[src/rtl/ahb_pkg.sv]
`default_nettype none
// ============================================================================
// ahb_pkg : shared AHB-lite encodings and the default-slave state type
// Revision: 1.0
// ============================================================================
package ahb_pkg;

  localparam logic [1:0] HTRANS_IDLE   = 2'b00;
  localparam logic [1:0] HTRANS_BUSY   = 2'b01;
  localparam logic [1:0] HTRANS_NONSEQ = 2'b10;
  localparam logic [1:0] HTRANS_SEQ    = 2'b11;

  localparam logic HRESP_OKAY  = 1'b0;
  localparam logic HRESP_ERROR = 1'b1;

  localparam logic [2:0] HSIZE_BYTE  = 3'b000;
  localparam logic [2:0] HSIZE_HALF  = 3'b001;
  localparam logic [2:0] HSIZE_WORD  = 3'b010;

  localparam logic [2:0] HBURST_SINGLE = 3'b000;
  localparam logic [2:0] HBURST_INCR   = 3'b001;
  localparam logic [2:0] HBURST_WRAP4  = 3'b010;
  localparam logic [2:0] HBURST_INCR4  = 3'b011;

  typedef enum logic [1:0] {
    DS_IDLE = 2'd0,
    DS_ERR1 = 2'd1,
    DS_ERR2 = 2'd2
  } ds_state_t;

endpackage
`default_nettype wire

[src/rtl/ahb_decoder_mux_if.sv]
`default_nettype none
// ============================================================================
// ahb_decoder_mux_if : master-side bus plus per-slave select/response lanes
// Revision: 1.0
// ============================================================================
interface ahb_decoder_mux_if #(
  parameter int NUM_SLAVES = 4
) ();

  logic [31:0]              HADDR;
  logic [1:0]               HTRANS;
  logic                     HWRITE;
  logic                     HREADY;
  logic                     HRESP;
  logic [31:0]              HRDATA;
  logic [NUM_SLAVES-1:0]    HSEL_S;
  logic [NUM_SLAVES-1:0]    HREADYOUT_S;
  logic [NUM_SLAVES-1:0]    HRESP_S;
  logic [NUM_SLAVES*32-1:0] HRDATA_S;

  // master: the bus environment (master plus slaves) facing the decoder
  modport master (
    output HADDR, HTRANS, HWRITE, HREADYOUT_S, HRESP_S, HRDATA_S,
    input  HREADY, HRESP, HRDATA, HSEL_S
  );

  modport slave (
    input  HADDR, HTRANS, HWRITE, HREADYOUT_S, HRESP_S, HRDATA_S,
    output HREADY, HRESP, HRDATA, HSEL_S
  );

endinterface
`default_nettype wire

[src/rtl/ahb_default_slave.sv]
`default_nettype none
// ============================================================================
// ahb_default_slave : two-cycle ERROR responder for unmapped accesses, with log
// Revision: 1.0
// ============================================================================
module ahb_default_slave
  import ahb_pkg::*;
#(
  parameter int ERRCNT_W = 16
) (
  input  wire logic                clk,
  input  wire logic                rst,
  input  wire logic                start,
  input  wire logic                hwrite,
  input  wire logic [31:0]         haddr,
  output logic                     ready,
  output logic                     resp,
  output logic [ERRCNT_W-1:0]      err_cnt,
  output logic [32:0]              err_addr
);

  ds_state_t           r_state;
  logic                r_ready;
  logic                r_resp;
  logic [ERRCNT_W-1:0] r_err_cnt;
  logic [32:0]         r_err_addr;
  logic                w_enter_err1;

  assign w_enter_err1 = start && ((r_state == DS_IDLE) || (r_state == DS_ERR2));

  always_ff @(posedge clk or posedge rst) begin
    if (rst) begin
      r_state    <= DS_IDLE;
      r_ready    <= 1'b1;
      r_resp     <= HRESP_OKAY;
      r_err_cnt  <= '0;
      r_err_addr <= '0;
    end else begin
      case (r_state)
        DS_IDLE: begin
          if (w_enter_err1) begin
            r_state <= DS_ERR1;
            r_ready <= 1'b0;
            r_resp  <= HRESP_ERROR;
          end
        end
        DS_ERR1: begin
          r_state <= DS_ERR2;
          r_ready <= 1'b1;
          r_resp  <= HRESP_ERROR;
        end
        DS_ERR2: begin
          if (w_enter_err1) begin
            r_state <= DS_ERR1;
            r_ready <= 1'b0;
            r_resp  <= HRESP_ERROR;
          end else begin
            r_state <= DS_IDLE;
            r_ready <= 1'b1;
            r_resp  <= HRESP_OKAY;
          end
        end
        default: begin
          r_state <= DS_IDLE;
          r_ready <= 1'b1;
          r_resp  <= HRESP_OKAY;
        end
      endcase
      if (w_enter_err1) begin
        r_err_addr <= {hwrite, haddr};
        if (r_err_cnt != {ERRCNT_W{1'b1}}) begin
          r_err_cnt <= r_err_cnt + ERRCNT_W'(1);
        end
      end
    end
  end

  assign ready    = r_ready;
  assign resp     = r_resp;
  assign err_cnt  = r_err_cnt;
  assign err_addr = r_err_addr;

endmodule
`default_nettype wire

[src/rtl/ahb_decoder_mux.sv]
`default_nettype none
// ============================================================================
// ahb_decoder_mux : AHB-lite address decoder and slave-response multiplexer
// Revision: 1.0
// ============================================================================
module ahb_decoder_mux
  import ahb_pkg::*;
#(
  parameter int                       NUM_SLAVES = 4,
  parameter logic [NUM_SLAVES*32-1:0] SLV_BASE   = {32'h3000_0000, 32'h2000_0000,
                                                    32'h1000_0000, 32'h0000_0000},
  parameter logic [NUM_SLAVES*32-1:0] SLV_MASK   = {NUM_SLAVES{32'hF000_0000}},
  parameter int                       ERRCNT_W   = 16
) (
  input  wire logic           HCLK,
  input  wire logic           HRESET,
  ahb_decoder_mux_if.slave    bus,
  output logic [ERRCNT_W-1:0] err_cnt,
  output logic [32:0]         err_addr
);

  localparam int SEL_W = NUM_SLAVES + 2;
  localparam int DFLT  = NUM_SLAVES;
  localparam logic [SEL_W-1:0] SEL_NONE = {1'b1, {(SEL_W-1){1'b0}}};

  generate
    if (NUM_SLAVES < 1 || NUM_SLAVES > 8) begin : g_bad_num_slaves
      $error("ahb_decoder_mux: NUM_SLAVES must be in 1..8");
    end
  endgenerate

  logic [SEL_W-1:0] w_dec_sel;
  logic [SEL_W-1:0] r_dp_sel;
  logic             w_found;
  logic             w_dflt_start;
  logic             w_ds_ready;
  logic             w_ds_resp;

  // Lowest index wins on overlapping windows; no hit selects the default slave.
  always_comb begin
    w_dec_sel = '0;
    w_found   = 1'b0;
    for (int i = 0; i < NUM_SLAVES; i++) begin
      if (!w_found &&
          ((bus.HADDR & SLV_MASK[i*32 +: 32]) == (SLV_BASE[i*32 +: 32] & SLV_MASK[i*32 +: 32]))) begin
        w_dec_sel[i] = 1'b1;
        w_found      = 1'b1;
      end
    end
    if (!w_found) begin
      w_dec_sel[DFLT] = 1'b1;
    end
  end

  assign bus.HSEL_S   = w_dec_sel[NUM_SLAVES-1:0];
  assign w_dflt_start = w_dec_sel[DFLT] & bus.HTRANS[1] & bus.HREADY;

  always_ff @(posedge HCLK or posedge HRESET) begin
    if (HRESET) begin
      r_dp_sel <= SEL_NONE;
    end else if (bus.HREADY) begin
      r_dp_sel <= w_dec_sel;
    end
  end

  // "none" falls through to the defaults: ready, OKAY, zero data.
  always_comb begin
    bus.HREADY = 1'b1;
    bus.HRESP  = HRESP_OKAY;
    bus.HRDATA = '0;
    for (int i = 0; i < NUM_SLAVES; i++) begin
      if (r_dp_sel[i]) begin
        bus.HREADY = bus.HREADYOUT_S[i];
        bus.HRESP  = bus.HRESP_S[i];
        bus.HRDATA = bus.HRDATA_S[i*32 +: 32];
      end
    end
    if (r_dp_sel[DFLT]) begin
      bus.HREADY = w_ds_ready;
      bus.HRESP  = w_ds_resp;
    end
  end

  ahb_default_slave #(
    .ERRCNT_W (ERRCNT_W)
  ) u_dflt (
    .clk      (HCLK),
    .rst      (HRESET),
    .start    (w_dflt_start),
    .hwrite   (bus.HWRITE),
    .haddr    (bus.HADDR),
    .ready    (w_ds_ready),
    .resp     (w_ds_resp),
    .err_cnt  (err_cnt),
    .err_addr (err_addr)
  );

endmodule
`default_nettype wire

[src/flat_wrapper.sv]
// flat-port wrapper written by rule: the top's interface ports become plain ports
module ahb_decoder_mux_flat import ahb_pkg::*;
#(
  parameter int                       NUM_SLAVES = 4,
  parameter logic [NUM_SLAVES*32-1:0] SLV_BASE   = {32'h3000_0000, 32'h2000_0000,
                                                    32'h1000_0000, 32'h0000_0000},
  parameter logic [NUM_SLAVES*32-1:0] SLV_MASK   = {NUM_SLAVES{32'hF000_0000}},
  parameter int                       ERRCNT_W   = 16
)
  (HCLK, HRESET, err_cnt, err_addr, bus_HADDR, bus_HTRANS, bus_HWRITE, bus_HREADYOUT_S, bus_HRESP_S, bus_HRDATA_S, bus_HREADY, bus_HRESP, bus_HRDATA, bus_HSEL_S);
  ahb_decoder_mux_if #(.NUM_SLAVES(NUM_SLAVES)) bus_i ();
  input  wire logic HCLK;
  input  wire logic HRESET;
  output logic [ERRCNT_W-1:0] err_cnt;
  output logic [32:0] err_addr;
  input wire logic [$bits(bus_i.HADDR)-1:0] bus_HADDR;
  input wire logic [$bits(bus_i.HTRANS)-1:0] bus_HTRANS;
  input wire logic [$bits(bus_i.HWRITE)-1:0] bus_HWRITE;
  input wire logic [$bits(bus_i.HREADYOUT_S)-1:0] bus_HREADYOUT_S;
  input wire logic [$bits(bus_i.HRESP_S)-1:0] bus_HRESP_S;
  input wire logic [$bits(bus_i.HRDATA_S)-1:0] bus_HRDATA_S;
  output wire logic [$bits(bus_i.HREADY)-1:0] bus_HREADY;
  output wire logic [$bits(bus_i.HRESP)-1:0] bus_HRESP;
  output wire logic [$bits(bus_i.HRDATA)-1:0] bus_HRDATA;
  output wire logic [$bits(bus_i.HSEL_S)-1:0] bus_HSEL_S;
  assign bus_i.HADDR = bus_HADDR;
  assign bus_i.HTRANS = bus_HTRANS;
  assign bus_i.HWRITE = bus_HWRITE;
  assign bus_i.HREADYOUT_S = bus_HREADYOUT_S;
  assign bus_i.HRESP_S = bus_HRESP_S;
  assign bus_i.HRDATA_S = bus_HRDATA_S;
  assign bus_HREADY = bus_i.HREADY;
  assign bus_HRESP = bus_i.HRESP;
  assign bus_HRDATA = bus_i.HRDATA;
  assign bus_HSEL_S = bus_i.HSEL_S;
  ahb_decoder_mux #(.NUM_SLAVES(NUM_SLAVES), .SLV_BASE(SLV_BASE), .SLV_MASK(SLV_MASK), .ERRCNT_W(ERRCNT_W)) u_core (.HCLK(HCLK), .HRESET(HRESET), .bus(bus_i), .err_cnt(err_cnt), .err_addr(err_addr));
endmodule
[config.mk]
export PLATFORM = sky130hd
export DESIGN_NAME = ahb_decoder_mux_flat
export DESIGN_NICKNAME = d
export VERILOG_FILES = /design/src/rtl/ahb_pkg.sv /design/src/rtl/ahb_decoder_mux_if.sv /design/src/rtl/ahb_default_slave.sv /design/src/rtl/ahb_decoder_mux.sv /design/src/flat_wrapper.sv
export SDC_FILE = /design/constraint.sdc
export NUM_CORES = 1
export LEC_CHECK = 0
export CORE_ASPECT_RATIO = 1.5
export CORE_MARGIN = 3
export CORE_UTILIZATION = 31
export CTS_BUF_LIST = sky130_fd_sc_hd__clkbuf_16
export CTS_CLUSTER_SIZE = 8
export DETAILED_ROUTE_END_ITERATION = 10
export GPL_TIMING_DRIVEN = 1
export PLACE_DENSITY = 0.74
export SLEW_MARGIN = 40
export SYNTH_ARGS = -nofsm -noshare
export SYNTH_HDL_FRONTEND = slang
export SYNTH_SLANG_ARGS = --single-unit
export TNS_END_PERCENT = 10
[constraint.sdc]
create_clock -name HCLK -period 2 [get_ports HCLK]
set_input_delay 0.3 -clock HCLK [delete_from_list [all_inputs] [get_ports HCLK]]
set_output_delay 0.3 -clock HCLK [all_outputs]
set_load 0.005 [all_outputs]
======== After elaboration in Yosys (flattened, before gate mapping) ========
Index checks and enable logic that the tools add are counted.
Widths: inputs -> output; s select.
word-level totals
  register bits ........................... 58
  logic and storage cells ................. 58
  bits of input ports ..................... 173
  output and inout port bits .............. 87
operators by class
  reduce and logical (&&, ||, !) cells .... 11
  muxes and demuxes ....................... 31
  equality and inequality tests ........... 7
  add/subtract/negate cells ............... 1
  bitwise logic cells ..................... 2
operator list
  cell                   count
  $mux 32                4
  $logic_not 32->1       1
  $mux 1                 23
  $add 16x1->16 const B  1
  $ne 16x16->1 const B   1
  $eq 4x2->1 const B     2
  $pmux 2 s3             1
  $eq 4x1->1 const B     1
  $logic_and 1x1->1      4
  $logic_not 1->1        3
  $pmux 1 s3             1
  $and 1x1->1            2
  $eq 2x1->1 const B     1
  $eq 2x2->1 const B     1
  $logic_not 2->1        1
  $mux 2                 1
  $ne 2x2->1 const B     1
  $pmux 1 s2             1
  $reduce_and 2->1       1
  $logic_or 1x1->1       1

======== Longest topological paths before layout ========
Gate-level depths: netlist of the first run.
  depth in word-level cells ............... 17
  gate-level depth with buffers ........... 9
  gate-level depth less buffers ........... 5

======== Modules after synthesis ========
From an unflattened synthesis of the first run, not the netlist that was laid out.
unflattened totals
  cell total of the unflattened synthesis .. 418
  area total of the unflattened synthesis .. 3611.0 µm²
by module, submodules not included
  module             area an instance (µm²)  cells an instance  seq. area each (µm²)  times used
  ahb_default_slave  2207.1                  220                1327.5                1
  ahb_decoder_mux    1403.8                  198                125.1                 1

======== Least setup slack after synthesis of the first run ========
OpenSTA, ideal clock, no wires.
  kind .................................... reg2reg
  start ................................... register u_core.r_dp_sel[1]
  end ..................................... register u_core.u_dflt.r_err_cnt[12] (netlist: u_core.u_dflt.err_cnt[12])
  cell stages (with the launch flop) ...... 8
  arrival ................................. 1.848 ns
  clock period less this slack ............ 1.975 ns
  setup time .............................. 0.128 ns
  path slack .............................. 0.025 ns
  cells stage by stage .................... dfrtp_1 -> buf_4 -> nor2b_1 -> a2111oi_4 -> o21ai_2 -> buf_6 -> nor4_2 -> mux2_1
on the way
  cells in the longest elaborated chain, start to end .. 7
ends and longest elaborated chain
  element                     RTL line                 RTL
  start, declared             ahb_decoder_mux.sv:33    logic [SEL_W-1:0] r_dp_sel;
  start signal, assigned      ahb_decoder_mux.sv:62    r_dp_sel <= w_dec_sel;
  $mux 1 (3 in series)        ahb_decoder_mux.sv:72    if (r_dp_sel[i]) begin
  $mux 1                      ahb_decoder_mux.sv:78    if (r_dp_sel[DFLT]) begin
  $and 1x1->1                 ahb_decoder_mux.sv:56    assign w_dflt_start = w_dec_sel[DFLT] & bus.HTRANS[1] & bus.HREADY;
  $logic_and 1x1->1           ahb_default_slave.sv:29  assign w_enter_err1 = start && ((r_state == DS_IDLE) || (r_state == DS_ERR2));
  $reduce_and 2->1 (no line)  -
  end signal, assigned        ahb_default_slave.sv:72  r_err_cnt <= r_err_cnt + ERRCNT_W'(1);
  end, declared               ahb_default_slave.sv:25  logic [ERRCNT_W-1:0] r_err_cnt;
No other way between the ends.
A chain may end at the register's enable or synchronous reset.

======== Final worst setup path of the first run ========
Ends and elaborated chain as after synthesis.

==> out/metrics.cfg, run 1 <==
[global_route]
grt_max_degree=66
grt-ovfl-total=0
antenna_found_initial=8
grt_use_total_pct=22.6
grt_first_pass_wirelength_um=21800
grt_pass1_vias=4181

[floorplan]
fp-row-count=46
core_um2=10800
die_area_um2=12500
fp.dieW_um=92.4
start_util_pct=32.3
fp.dieH_um=136
num_io_pins=260

[worst_setup_path]
rr_endpoint=u_core.u_dflt.err_cnt[12]$_DFFE_PP0P_
rr_startpoint=u_core.r_dp_sel[1]$_DFFE_PP0N_
crit_path_cell_trace=buf_6 -> nor2b_4 -> a2111oi_4 -> buf_4 -> o21ai_4 -> nor4_4 -> mux2_4
crit_type=reg -> reg
startpoint_type=flip-flop
arrival_ns=2.29
critPathMaxFanout=7
reg2reg_slack_ns=-0.08
slowest_stage=dfrtp_2
crit_path_end_kind=flip-flop
worst_ep_required_time_ns=2.20
slowest_delay_ns=0.44
reg2regPathDepth=7

[routing]
wl_per_cell_um=18.2
ant_nets=0
via_per_inst=5.00
drcViolationCount=0
drt_iter0_drc=94
drt_pre_antenna_iters=6
vias=4048
wl_um=14700

[power]
p_total_mw=6.52
ir_worst_vdd_mv=0.847
p_per_area_nw_per_um2=958
p_leak_nw=2.82

[sta]
grt_setup_unrepaired=yes
slew_headroom_pct=65.4
fin_crit_sh_pct=104
fin_skew_ns=0.00604
tightest_slew_ns=0.517
min_period_ns=2.08
setup_viol=50
worst_slack_ns=-0.0802
setup-tns-final_ns=-1.08
hold_viol=0
drv_slew=0
max_freq_mhz=481

[yosys]
synthesis.area_um2=3470
synth_ff_type=dfrtp_1
yosysSeqAreaShare_pct=41.8
yosysUniqueCellTypes=40
synth_edf_count=0
yosys_warnings=0
synth_nets=554
syn_avg_cell_area_um2=9.14
ys_ff_latch=58
synthArstFlopShare_pct=100
synth_cells=380

[final_layout]
synthToLayoutAreaGrowth_pct=96.2
stdcell_area_um2=6810
fin_nets=831
drive_above_1_share_pct=24.6
stdcell_count=809

[placed_design]
placed_area_um2=6450
port_buffers=258
placed_cells=787
post-dp-hpwl_um=11700
gp_congestion=0.811

[status]
violations=setup timing
status=complete, but fails checks

[cts]
cts-root-buf=clkbuf_16
clk-insertion-delay-late_ns=0.32
cts_made_buffers=9
numClockSinks=58
clk_pin_slew_worst_paths_ns=0.05
h-tree-depth=3
cts.path.max_buffers=2
tritoncts=yes

[run]
maxCapViolCount=0

[hold_path]
hold_path_class=in -> async

-- critical path: cells and delay by family (launching register included) --
family	cells	cell delay, ns
compound gates	2	0.46
buf+inv	2	0.32
flops	1	0.44
mux	1	0.32
simple gates	2	0.41
-- placed cells by master (no fill, tap or decap), types with 4 or more instances in the layout --
cell	n
nor3_2	5
o21ai_1	26
dlygate4sd2_1	5
buf_6	5
mux2_2	38
buf_4	27
a22oi_1	23
buf_12	7
buf_2	29
nor2_1	37
clkbuf_16	10
nand3_1	5
nand2_1	45
a22oi_2	9
nor3_1	4
dfrtp_1	54
xor2_1	11
a21oi_1	32
clkdlybuf4s50_1	218
inv_1	7
clkdlybuf4s15_2	5
o21ai_0	9
-- state kept, by name, summed over array words and instances, names as in the netlist --
signal	count
u_core.u_dflt.err_addr	33
u_core.u_dflt.err_cnt	16
u_core.r_dp_sel	5
u_core.u_dflt.r_state	2
u_core.u_dflt.ready	1
u_core.u_dflt.resp	1
-- synthesized netlist by cell type, types with 2 or more instances --
cell type	count	area [um^2]
dfrtp_1	57	1430
xnor2_1	3	26.3
nand2_1	45	169
nor2b_1	5	31.3
a22oi_1	32	240
o21ai_0	34	170
and3_1	3	18.8
inv_1	6	22.5
buf_6	2	22.5
buf_2	5	25.0
buf_4	5	37.5
or4_1	2	15.0
nand2b_1	2	12.5
a21oi_1	34	170
nor4_2	3	37.5
a2111oi_4	2	55.1
nand3_1	5	25.0
nor2_1	38	143
xor2_1	11	96.3
clkbuf_1	20	75.1
a211oi_1	2	15.0
nor3_1	9	45.0
mux2_2	38	428
-- kinds of logic (layout without fill, tap and decap cells) --
kind of cell / count (synthesis) / after routing / share of synthesized area (%)
and+or+nand+nor: 121 / 121 / 16.5
AOI/OAI and AO/OA: 109 / 109 / 19.9
DFF: 58 / 58 / 41.8
muxes: 39 / 39 / 12.6
buffers and inverters: 38 / 320 / 5.26
xor gates and xnor gates: 14 / 14 / 3.53
adders and majority gates: 1 / 1 / 0.360
other: 0 / 3 / 0
-- layout make-up --
cell class              instances  area [um^2]
clock buffers                   9          225
fillers                       880         3950
clock inverters                 7         55.1
diodes                          3         7.51
well taps                     144          180
multi-input cells             284         2000
flip-flops and latches         58         1460
inverters                       6         22.5
repair buffers                298         2860
-- stage by stage --
stage	hold slack, ns	util [%]	worst slack (ns)
global placement	0.435	60.0	-0.248
CTS	0.217	62.5	-0.0618
detailed placement	0.445	60.0	-0.233
finish	0.224	63.3	-0.0802
floorplan	0.420	-	0.0247
global route	0.235	63.3	-0.171
-- metal layers --
layer	global-route usage (%)	vias up	wire (um)
li1	-	1909	-
met1	21.7	1885	4910
met2	40.7	211	7600
met3	11.2	33	1780
met4	8.76	10	346
met5	0	-	66
-- power by group --
part | switching, mW | total, mW | internal [mW] | leakage (nW)
registers | 0.312 | 1.97 | 1.65 | 0.691
clock network | 0.491 | 1.43 | 0.938 | 0.147
logic | 1.18 | 3.13 | 1.95 | 1.98
-- worst max path at each step --
stage                                             to  slack (ns)                            from
2_1_floorplan  u_core.u_dflt.err_cnt[12]$_DFFE_PP0P_        0.02  u_core.r_dp_sel[1]$_DFFE_PP0N_
3_3_place_gp                              bus_HREADY       -0.25              bus_HREADYOUT_S[1]
3_5_place_dp   u_core.u_dflt.err_cnt[12]$_DFFE_PP0P_       -0.23              bus_HREADYOUT_S[1]
4_1_cts                               bus_HRDATA[21]       -0.06  u_core.r_dp_sel[1]$_DFFE_PP0N_
5_1_grt                               bus_HRDATA[20]       -0.17  u_core.r_dp_sel[1]$_DFFE_PP0N_
6_report       u_core.u_dflt.err_cnt[12]$_DFFE_PP0P_       -0.08  u_core.r_dp_sel[1]$_DFFE_PP0N_
-- repair_timing --
action | in CTS | in global routing
gates cloned | 0 | 1
setup buffers | 3 | 1
setup endpoints to repair | 81 | 83
gates resized for setup | 175 | 25
hold buffers | 0 | 0
pin swaps | 10 | 24
(Power assumes the default switching activity.)
==> run 2: changes to the inputs <==
- PLACE_DENSITY: 0.74 -> 0.79
==> run 2 against run 1 <==
The run still ends with setup timing left. Count of clock-buffer cells in the layout did not move. Clock skew fell by 0.0020 ns. Sequential share of layout area fell by 0.67 points. Cell count rose by 2.0%. Critical path depth did not move. Global-route usage rose by 1.9 points. Fmax barely moved. Clock power fell by 9%. Critical endpoint is now bus_HRESP.
==> out/metrics.cfg, run 2 (synthesis results as in run 1) <==
[worst_setup_path]
crit_path_end_kind=primary output
worst_ep_required_time_ns=1.70  ; -0.50 ns
worstSetupStartpoint=u_core.r_dp_sel[1]$_DFFE_PP0N_
critPathMaxFanout=4  ; -3
reg2regPathDepth=6  ; -1
crit_type=reg -> out
arrival_ns=1.78  ; -0.51 ns
endpoint=bus_HRESP
reg2reg_slack_ns=-0.05  ; +0.03 ns
startpoint_type=flip-flop
rr_endpoint=u_core.u_dflt.err_cnt[12]$_DFFE_PP0P_
rr_startpoint=u_core.r_dp_sel[2]$_DFFE_PP0N_

[global_route]
grt_use_total_pct=24.4  ; +1.9 points
grt_first_pass_wirelength_um=23400  ; +7.5%
grt-ovfl-total=0  ; unchanged
antenna_found_initial=7  ; -1
grt_max_degree=67  ; +1.5%
grt_pass1_vias=4386  ; +4.9%

[sta]
fin_skew_ns=0.00407  ; -0.00197 ns
tightest_slew_ns=0.473  ; -0.0442 ns
grt_setup_unrepaired=yes
max_freq_mhz=481  ; about the same
fin_crit_sh_pct=104  ; about the same
setup_viol=14  ; -72%
hold_viol=0  ; unchanged
slew_headroom_pct=68.4  ; +3.0 points
worst_slack_ns=-0.0810  ; -0.000840 ns
setup-tns-final_ns=-0.520  ; +0.561 ns
drv_slew=0  ; unchanged
min_period_ns=2.08  ; +0.000840 ns

[power]
p_comb_share_pct=50.6  ; +2.6 points
ir_worst_vdd_mv=0.860  ; +1.5%
p_per_area_nw_per_um2=945  ; -1.4%
p_int_mw=4.55  ; +0.10%
p_switching_mw=2.09  ; +5.5%
p_total_mw=6.64  ; +1.7%
switching_share_pct=31.5  ; +1.1 points
seqPwrFrac_pct=29.8  ; -0.3 points
p_leak_nw=2.94  ; +4.1%
clock_power_share_pct=19.6  ; -2.3 points

[floorplan]
fp.dieW_um=92.4  ; unchanged
die_area_um2=12500  ; unchanged
start_util_pct=32.3  ; unchanged
core_um2=10800  ; unchanged
fp-row-count=46  ; unchanged
fp.dieH_um=136  ; unchanged
num_io_pins=260  ; unchanged

[routing]
via_per_inst=5.07  ; +1.4%
vias=4186  ; +3.4%
drt_iter0_drc=82  ; -13%
wl_per_cell_um=19.1  ; +5.1%
drcViolationCount=0  ; unchanged
wl_um=15800  ; +7.2%
ant_nets=0  ; unchanged
drt_pre_antenna_iters=4  ; -2

[status]
violations=setup timing
status=complete, but fails checks

[final_layout]
most-common-layout-cells=220 x clkdlybuf4s50_1, 55 x dfrtp_1, 45 x nand2_1, 38 x mux2_2, 37 x nor2_1
largest_reg_flops=33  ; unchanged
final_util_pct=65.3  ; +2.0 points
layout_commonest_cell=clkdlybuf4s50_1
fin_nets=848  ; +2.0%
drive_above_1_share_pct=28.3  ; +3.7 points
synthToLayoutAreaGrowth_pct=102

[cts]
h-tree-depth=3  ; unchanged
numClockSinks=58  ; unchanged
cts.path.max_buffers=2  ; unchanged
clk_pin_slew_worst_paths_ns=0.05  ; about the same
cts-root-buf=clkbuf_16
cts_made_buffers=9  ; unchanged
tritoncts=yes
clk-insertion-delay-late_ns=0.33  ; about the same

[run]
maxCapViolCount=0  ; unchanged

[placed_design]
port_buffers=258  ; unchanged
dp_slack_ns=-0.288  ; -0.0551 ns
gp_congestion=0.824  ; +1.7%
post-dp-hpwl_um=11900  ; +1.4%

[hold_path]
hold_path_class=in -> async

## run 2: power groups by stage
stage | clock network (mW) | logic (mW) | registers, mW
floorplan | 0 | 1.13 | 1.98
global placement | 0 | 3.20 | 1.94
detailed placement | 0 | 3.27 | 1.97
CTS | 1.34 | 3.36 | 1.97
global route | 1.40 | 3.61 | 2.03
finish | 1.30 | 3.36 | 1.98
## run 2: repair_timing
| item | CTS | global route |
|---|---|---|
| pin swaps | 12 | 15 |
| resized for setup | 198 | 29 |
| cloned | 3 | 0 |
| endpoints found under the setup margin | 71 | 76 |
| buffers inserted | 12 | 1 |
| hold buffers | 0 | 0 |
## run 2: final cells by class
cell class / count / area [um^2]
Fill cell: 832 / 3740
Timing Repair Buffer: 314 / 3040
Multi-Input combinational cell: 285 / 2070
Sequential cell: 58 / 1460
Clock buffer: 9 / 225
Tap cell: 144 / 180
Clock inverter: 7 / 28.8
Inverter: 6 / 22.5
Antenna cell: 2 / 5.00
## run 2: metrics by stage
step	std cells	area [um^2]	hold slack, ns
3_5_place_dp	793	6520	0.451
3_3_place_gp	793	6520	0.438
5_1_grt	824	7020	0.390
6_report	825	7030	0.358
2_1_floorplan	380	3470	0.420
4_1_cts	823	6980	0.370
## run 2: critical path, stage by stage (launching register included)
cell      delay [ns]
dfrtp_1         0.41
buf_6           0.16
buf_6           0.12
a221oi_4        0.26
nor3_2          0.08
a211oi_1        0.21
a21oi_1         0.08
buf_2           0.15
## run 2: worst min path at each step
stage / startpoint / endpoint / slack [ns] / depth (start not counted)
after CTS: HRESET / u_core.u_dflt.err_cnt[8]$_DFFE_PP0P_ / 0.37 / 3
after global placement: u_core.u_dflt.r_state[1]$_DFFE_PP0P_ / u_core.u_dflt.r_state[1]$_DFFE_PP0P_ / 0.44 / 1
after floorplan: u_core.u_dflt.r_state[1]$_DFFE_PP0P_ / u_core.u_dflt.r_state[1]$_DFFE_PP0P_ / 0.42 / 1
final: HRESET / u_core.u_dflt.err_addr[13]$_DFFE_PP0P_ / 0.36 / 3
after global routing: HRESET / u_core.u_dflt.err_addr[31]$_DFFE_PP0P_ / 0.39 / 3
after detailed placement: u_core.u_dflt.r_state[1]$_DFFE_PP0P_ / u_core.u_dflt.r_state[1]$_DFFE_PP0P_ / 0.45 / 1
## run 2: metal layers
layer	part of all wire [%]	GRT usage, %	up-vias
met2	50	42.6	220
met4	2.9	10.0	12
li1	-	-	1946
met1	35	24.6	1970
met5	0.34	0	-
met3	12	12.2	38
